`config.mk`:
```
export PLATFORM = sky130hd
export DESIGN_NAME = serial_adder_flat
export DESIGN_NICKNAME = d
export VERILOG_FILES = /design/src/rtl/serial_adder_if.sv /design/src/rtl/serial_adder.sv /design/src/flat_wrapper.sv
export SDC_FILE = /design/constraint.sdc
export NUM_CORES = 1
export LEC_CHECK = 0
export CAP_MARGIN = 20
export CORE_MARGIN = 2
export CORE_UTILIZATION = 55
export CTS_CLUSTER_DIAMETER = 50
export CTS_CLUSTER_SIZE = 24
export DETAILED_ROUTE_END_ITERATION = 10
export PLACE_DENSITY = 0.83
export SLEW_MARGIN = 25
export SYNTH_ARGS = -nofsm -noshare
export SYNTH_HDL_FRONTEND = slang
export SYNTH_SLANG_ARGS = --single-unit
```
`constraint.sdc`:
```
create_clock -name clk -period 3.66 [get_ports clk]
set_input_delay 0.549 -clock clk [delete_from_list [all_inputs] [get_ports clk]]
set_output_delay 0.549 -clock clk [all_outputs]
set_load 0.02 [all_outputs]
```
`src/rtl/serial_adder_if.sv`:
```
// Handshake and operand/result bundle for the bit-serial adder.
// SERIAL_ADDER_OVF_EN adds the signed-overflow flag ovf.
interface serial_adder_if #(
  parameter int WIDTH = 8
);
  logic             start;
  logic [WIDTH-1:0] a;
  logic [WIDTH-1:0] b;
  logic             cin;
  logic             busy;
  logic             done;
  logic [WIDTH-1:0] sum;
  logic             cout;
`ifdef SERIAL_ADDER_OVF_EN
  logic             ovf;
`endif

  modport master (
    output start, a, b, cin,
`ifdef SERIAL_ADDER_OVF_EN
    input  ovf,
`endif
    input  busy, done, sum, cout
  );

  modport slave (
    input  start, a, b, cin,
`ifdef SERIAL_ADDER_OVF_EN
    output ovf,
`endif
    output busy, done, sum, cout
  );
endinterface

```
`src/rtl/serial_adder.sv`:
```
// Bit-serial LSB-first adder: one full-adder slice plus a carry flop, start/busy/done handshake.
// Optional macro SERIAL_ADDER_OVF_EN adds a registered two's-complement overflow output.
module serial_adder #(
  parameter int WIDTH = 8
) (
  input  logic          clk,
  input  logic          rst_n,
  serial_adder_if.slave bus
);
  localparam int CNT_W = (WIDTH > 2) ? $clog2(WIDTH) : 1;

  typedef enum logic [1:0] {IDLE, SHIFT, DONE} state_t;

  state_t           state_q, state_d;
  logic [WIDTH-1:0] a_sr_q, a_sr_d;
  logic [WIDTH-1:0] b_sr_q, b_sr_d;
  logic [WIDTH-2:0] s_sr_q, s_sr_d;
  logic             carry_q, carry_d;
  logic [CNT_W-1:0] cnt_q, cnt_d;
  logic             busy_q, busy_d;
  logic             done_q, done_d;
  logic [WIDTH-1:0] sum_q, sum_d;
  logic             cout_q, cout_d;
`ifdef SERIAL_ADDER_OVF_EN
  logic             ovf_q, ovf_d;
`endif

  logic [1:0]       fa;
  logic [WIDTH-1:0] s_full;

  // Returns {carry_out, sum} of a single full-adder slice.
  function automatic logic [1:0] full_add(input logic x, input logic y, input logic c);
    return {(x & y) | (x & c) | (y & c), x ^ y ^ c};
  endfunction

  // s_sr holds the bits collected so far, top-aligned; s_full appends the bit being produced now.
  always_comb begin
    fa     = full_add(a_sr_q[0], b_sr_q[0], carry_q);
    s_full = {fa[0], s_sr_q};
  end

  always_comb begin
    state_d = state_q;
    a_sr_d  = a_sr_q;
    b_sr_d  = b_sr_q;
    s_sr_d  = s_sr_q;
    carry_d = carry_q;
    cnt_d   = cnt_q;
    sum_d   = sum_q;
    cout_d  = cout_q;
`ifdef SERIAL_ADDER_OVF_EN
    ovf_d   = ovf_q;
`endif
    case (state_q)
      IDLE: begin
        if (bus.start) begin
          a_sr_d  = bus.a;
          b_sr_d  = bus.b;
          carry_d = bus.cin;
          cnt_d   = '0;
          state_d = SHIFT;
        end
      end
      SHIFT: begin
        a_sr_d  = a_sr_q >> 1;
        b_sr_d  = b_sr_q >> 1;
        s_sr_d  = s_full[WIDTH-1:1];
        carry_d = fa[1];
        cnt_d   = cnt_q + 1'b1;
        if (cnt_q == CNT_W'(WIDTH - 1)) begin
          sum_d   = s_full;
          cout_d  = fa[1];
`ifdef SERIAL_ADDER_OVF_EN
          ovf_d   = carry_q ^ fa[1];
`endif
          state_d = DONE;
        end
      end
      DONE:    state_d = IDLE;
      default: state_d = IDLE;
    endcase
    busy_d = (state_d == SHIFT);
    done_d = (state_d == DONE);
  end

  always_ff @(posedge clk or negedge rst_n) begin
    if (!rst_n) begin
      state_q <= IDLE;
      a_sr_q  <= '0;
      b_sr_q  <= '0;
      s_sr_q  <= '0;
      carry_q <= 1'b0;
      cnt_q   <= '0;
      busy_q  <= 1'b0;
      done_q  <= 1'b0;
      sum_q   <= '0;
      cout_q  <= 1'b0;
`ifdef SERIAL_ADDER_OVF_EN
      ovf_q   <= 1'b0;
`endif
    end else begin
      state_q <= state_d;
      a_sr_q  <= a_sr_d;
      b_sr_q  <= b_sr_d;
      s_sr_q  <= s_sr_d;
      carry_q <= carry_d;
      cnt_q   <= cnt_d;
      busy_q  <= busy_d;
      done_q  <= done_d;
      sum_q   <= sum_d;
      cout_q  <= cout_d;
`ifdef SERIAL_ADDER_OVF_EN
      ovf_q   <= ovf_d;
`endif
    end
  end

  assign bus.busy = busy_q;
  assign bus.done = done_q;
  assign bus.sum  = sum_q;
  assign bus.cout = cout_q;
`ifdef SERIAL_ADDER_OVF_EN
  assign bus.ovf  = ovf_q;
`endif
endmodule

```
`src/flat_wrapper.sv`:
```
// flat-port wrapper written by rule: the top's interface ports become plain ports
module serial_adder_flat 
#(
  parameter int WIDTH = 8
)
  (clk, rst_n, bus_start, bus_a, bus_b, bus_cin, bus_busy, bus_done, bus_sum, bus_cout);
  serial_adder_if #(.WIDTH(WIDTH)) bus_i ();
  input  logic clk;
  input  logic rst_n;
  input wire logic [$bits(bus_i.start)-1:0] bus_start;
  input wire logic [$bits(bus_i.a)-1:0] bus_a;
  input wire logic [$bits(bus_i.b)-1:0] bus_b;
  input wire logic [$bits(bus_i.cin)-1:0] bus_cin;
  output wire logic [$bits(bus_i.busy)-1:0] bus_busy;
  output wire logic [$bits(bus_i.done)-1:0] bus_done;
  output wire logic [$bits(bus_i.sum)-1:0] bus_sum;
  output wire logic [$bits(bus_i.cout)-1:0] bus_cout;
  assign bus_i.start = bus_start;
  assign bus_i.a = bus_a;
  assign bus_i.b = bus_b;
  assign bus_i.cin = bus_cin;
  assign bus_busy = bus_i.busy;
  assign bus_done = bus_i.done;
  assign bus_sum = bus_i.sum;
  assign bus_cout = bus_i.cout;
  serial_adder #(.WIDTH(WIDTH)) u_core (.clk(clk), .rst_n(rst_n), .bus(bus_i));
endmodule
```
==> out/results.ini <==
[outcome]
status = finished, final reports clean

[yosys]
syn_area_per_cell_um2 = 12.6
synth-edff-count = 0
yosysTopAreaCell = dfrtp_1
synth.distinct_cells = 20
synth_top_area_share_pct = 59.0
synth-seq-area-share_pct = 59.0
synth_area_um2 = 1700
synth_nets = 158
synth-async-reset-ratio_pct = 100
synth-seq-cells = 40
synth_area_leaders = dfrtp_1 59%, mux2_2 10%, a222oi_1 8.9%
synth-main-ff-cell = dfrtp_1
yosysWarnings = 0
syn_inst = 135

[power_and_ir_drop]
p_sw_share_pct = 34.0
comb_power_share_pct = 41.8
netSwitchingPower_uw = 581
p_int_uw = 1130
powerDensity_nw_per_um2 = 841
irDropWorstVdd_v = 0.000449
power_leakage_uw = 0.000933
p_total_uw = 1710
pwr-share-seq_pct = 44.7
clkPwrFrac_pct = 13.5

[worst_setup_path]
r2r_end = u_core.bus.sum[1]$_DFFE_PN0P_
worstReg2RegStart = u_core.state_q[1]$_DFF_PN0_
worst_ep_required_time_ns = 3.81
crit_path_end_kind = flip-flop
r2r_cells = 2
startpoint = bus_start
start_kind = input pin
critPathArrivalTime_ns = 2.09
r2r_setup_slack_ns = 1.86
critPathKind = in2reg
crit_end = u_core.b_sr_q[4]$_DFFE_PN0P_
path_max_fanout = 15

[sta]
final_max_slew_viol_count = 0
hold_viol_final = 0
min_period_over_period_pct = 53.1
tns_ns = 0
timing.fmax_mhz = 515
setup_viol = 0
tightest_slew_ns = 0.977
rsz0062_at_grt = false
fin_crit_ns = 1.94
skew_ns = 0.0134
slew-limit-headroom_pct = 34.7

[global_route]
grt-busiest-layer = met2
grt_max_degree = 41
grtUsageMet3_pct = 4.59
grt_pass1_vias = 1078
grt_use_met2_pct = 28.1
grt_pass1_wl_um = 4840
use_met1_pct = 25.0
grt_usage_pct = 18.6
grt_overflow_total = 0
antenna_found_initial = 0

[final_layout]
layout-drive-gt1-share_pct = 16.4
n_antenna_cell = 0
area_delta_synth_final_pct = 19.9
instances_no_fill = 198
nNetsFinal = 187

[placement]
portBuffers = 30
dp_cells = 190
hpwl_um = 1930
gp_congestion = 0.765

[floorplanning]
start_util_pct = 56.5
io_pins = 31
core_um2 = 3000
dieArea_um2 = 3540
die_h_um = 59.5
num_rows = 20
fp.dieW_um = 59.5

[drt]
drcViolationCount = 0
first_iter_violations = 127
vias_per_cell = 5.77
drt-pass1-iter-count = 8
wl_um = 2860
dr_total_vias = 1143
wl_per_cell_um = 14.4
ant_nets = 0

[job]
maxCapViolCount = 0

[clocking]
ctsHoldBuffers = 0
cts_inserted_buffers = 5
post-cts-setup-buffers = 0
cts_tree = yes
root_buffer = clkbuf_4
htreeDepth = 2
cts_buffer_depth = 2
cts_resized = 0
insertion_delay_ns = 0.34
cts_num_sinks = 40
clk_pin_slew_ns = 0.11

[hold_path]
worstHoldPathType = in2async

==> sequential cells by signal, summed over array words and instances, names as in the netlist <==
name / cells
u_core.bus.sum: 8
u_core.cnt_q: 3
u_core.carry_q: 1
u_core.bus.done: 1
u_core.s_sr_q: 7
u_core.bus.cout: 1
u_core.b_sr_q: 8
u_core.a_sr_q: 8
u_core.state_q: 2
u_core.bus.busy: 1
==> stage by stage <==
step                      util [%]  instance area (µm²)  setup slack, ns  hold WS, ns
after floorplan                  -                 1700             2.15        0.253
after global placement        65.6                 1970             1.49        0.472
after detailed placement      65.6                 1970             1.42        0.487
after CTS                     67.7                 2030             1.78        0.328
after global routing          67.7                 2030             1.67        0.362
final                         67.7                 2030             1.72        0.303
==> power by group through the flow <==
stage / clock network [µW] / registers (µW) / logic [µW]
after CTS: 236 / 767 / 719
after global placement: 0 / 763 / 682
after global routing: 258 / 792 / 786
after detailed placement: 0 / 777 / 715
after floorplan: 0 / 808 / 472
final: 230 / 765 / 715
==> worst max-delay path, cell delays in order <==
cell and delay, ns:
clkdlybuf4s50_1 0.53, nor2b_1 0.80, a222oi_1 0.22
==> synthesized netlist by cell type, types with 2 or more instances <==
master and number:
mux2_1 2, or2_2 2, buf_4 2, a22o_1 2, dfrtp_1 40, nor2_1 15, buf_2 4, a222oi_1 15
mux2_2 15, a21oi_1 2, nand2_1 4, buf_6 3, ha_1 2, inv_1 20, o221ai_1 2
==> worst min path at each step <==
stage,from,endpoint,slack [ns],depth (start not counted)
after floorplan,rst_n,u_core.a_sr_q[0]$_DFFE_PN0P_,0.25,0
after global placement,u_core.a_sr_q[7]$_DFFE_PN0P_,u_core.a_sr_q[7]$_DFFE_PN0P_,0.47,2
after detailed placement,u_core.cnt_q[1]$_DFFE_PN0P_,u_core.cnt_q[1]$_DFFE_PN0P_,0.49,1
after CTS,rst_n,u_core.a_sr_q[2]$_DFFE_PN0P_,0.33,1
after global routing,rst_n,u_core.s_sr_q[3]$_DFFE_PN0P_,0.36,1
final,rst_n,u_core.bus.done$_DFF_PN0_,0.30,1
==> final cells by class <==
cell class	instances	area, µm²
fill	224	970
clock buffer	7	55.1
sequential	40	1000
timing repair buffer	31	303
clock inverter	1	7.51
inverter	20	75.1
tap	33	41.3
multi-input combinational	66	551
==> placed cells by master (no fill, tap or decap), types with 4 or more instances in the layout <==
cell              n
dfrtp_1          40
clkdlybuf4s50_1  29
inv_1            20
mux2_2           15
nor2_1           15
a222oi_1         15
clkbuf_4          5
nand2_1           4
==> logic make-up after synthesis <==
family,share of synthesized area (%)
DFF,59.0
buffers and inverters,8.49
and+or+nand+nor,6.57
AOI/OAI and AO/OA,12.0
muxes,11.3
adders and majority gates,2.66
==> metal layers <==
| layer | wire (µm) | up-vias | part of all wire, % |
|---|---|---|---|
| li1 | - | 531 | - |
| met1 | 1300 | 568 | 45 |
| met2 | 1390 | 42 | 49 |
| met3 | 157 | 2 | 5.5 |
| met4 | 16 | 0 | 0.56 |
| met5 | 0 | - | 0 |
No activity file was read; power rests on OpenSTA's default activity.
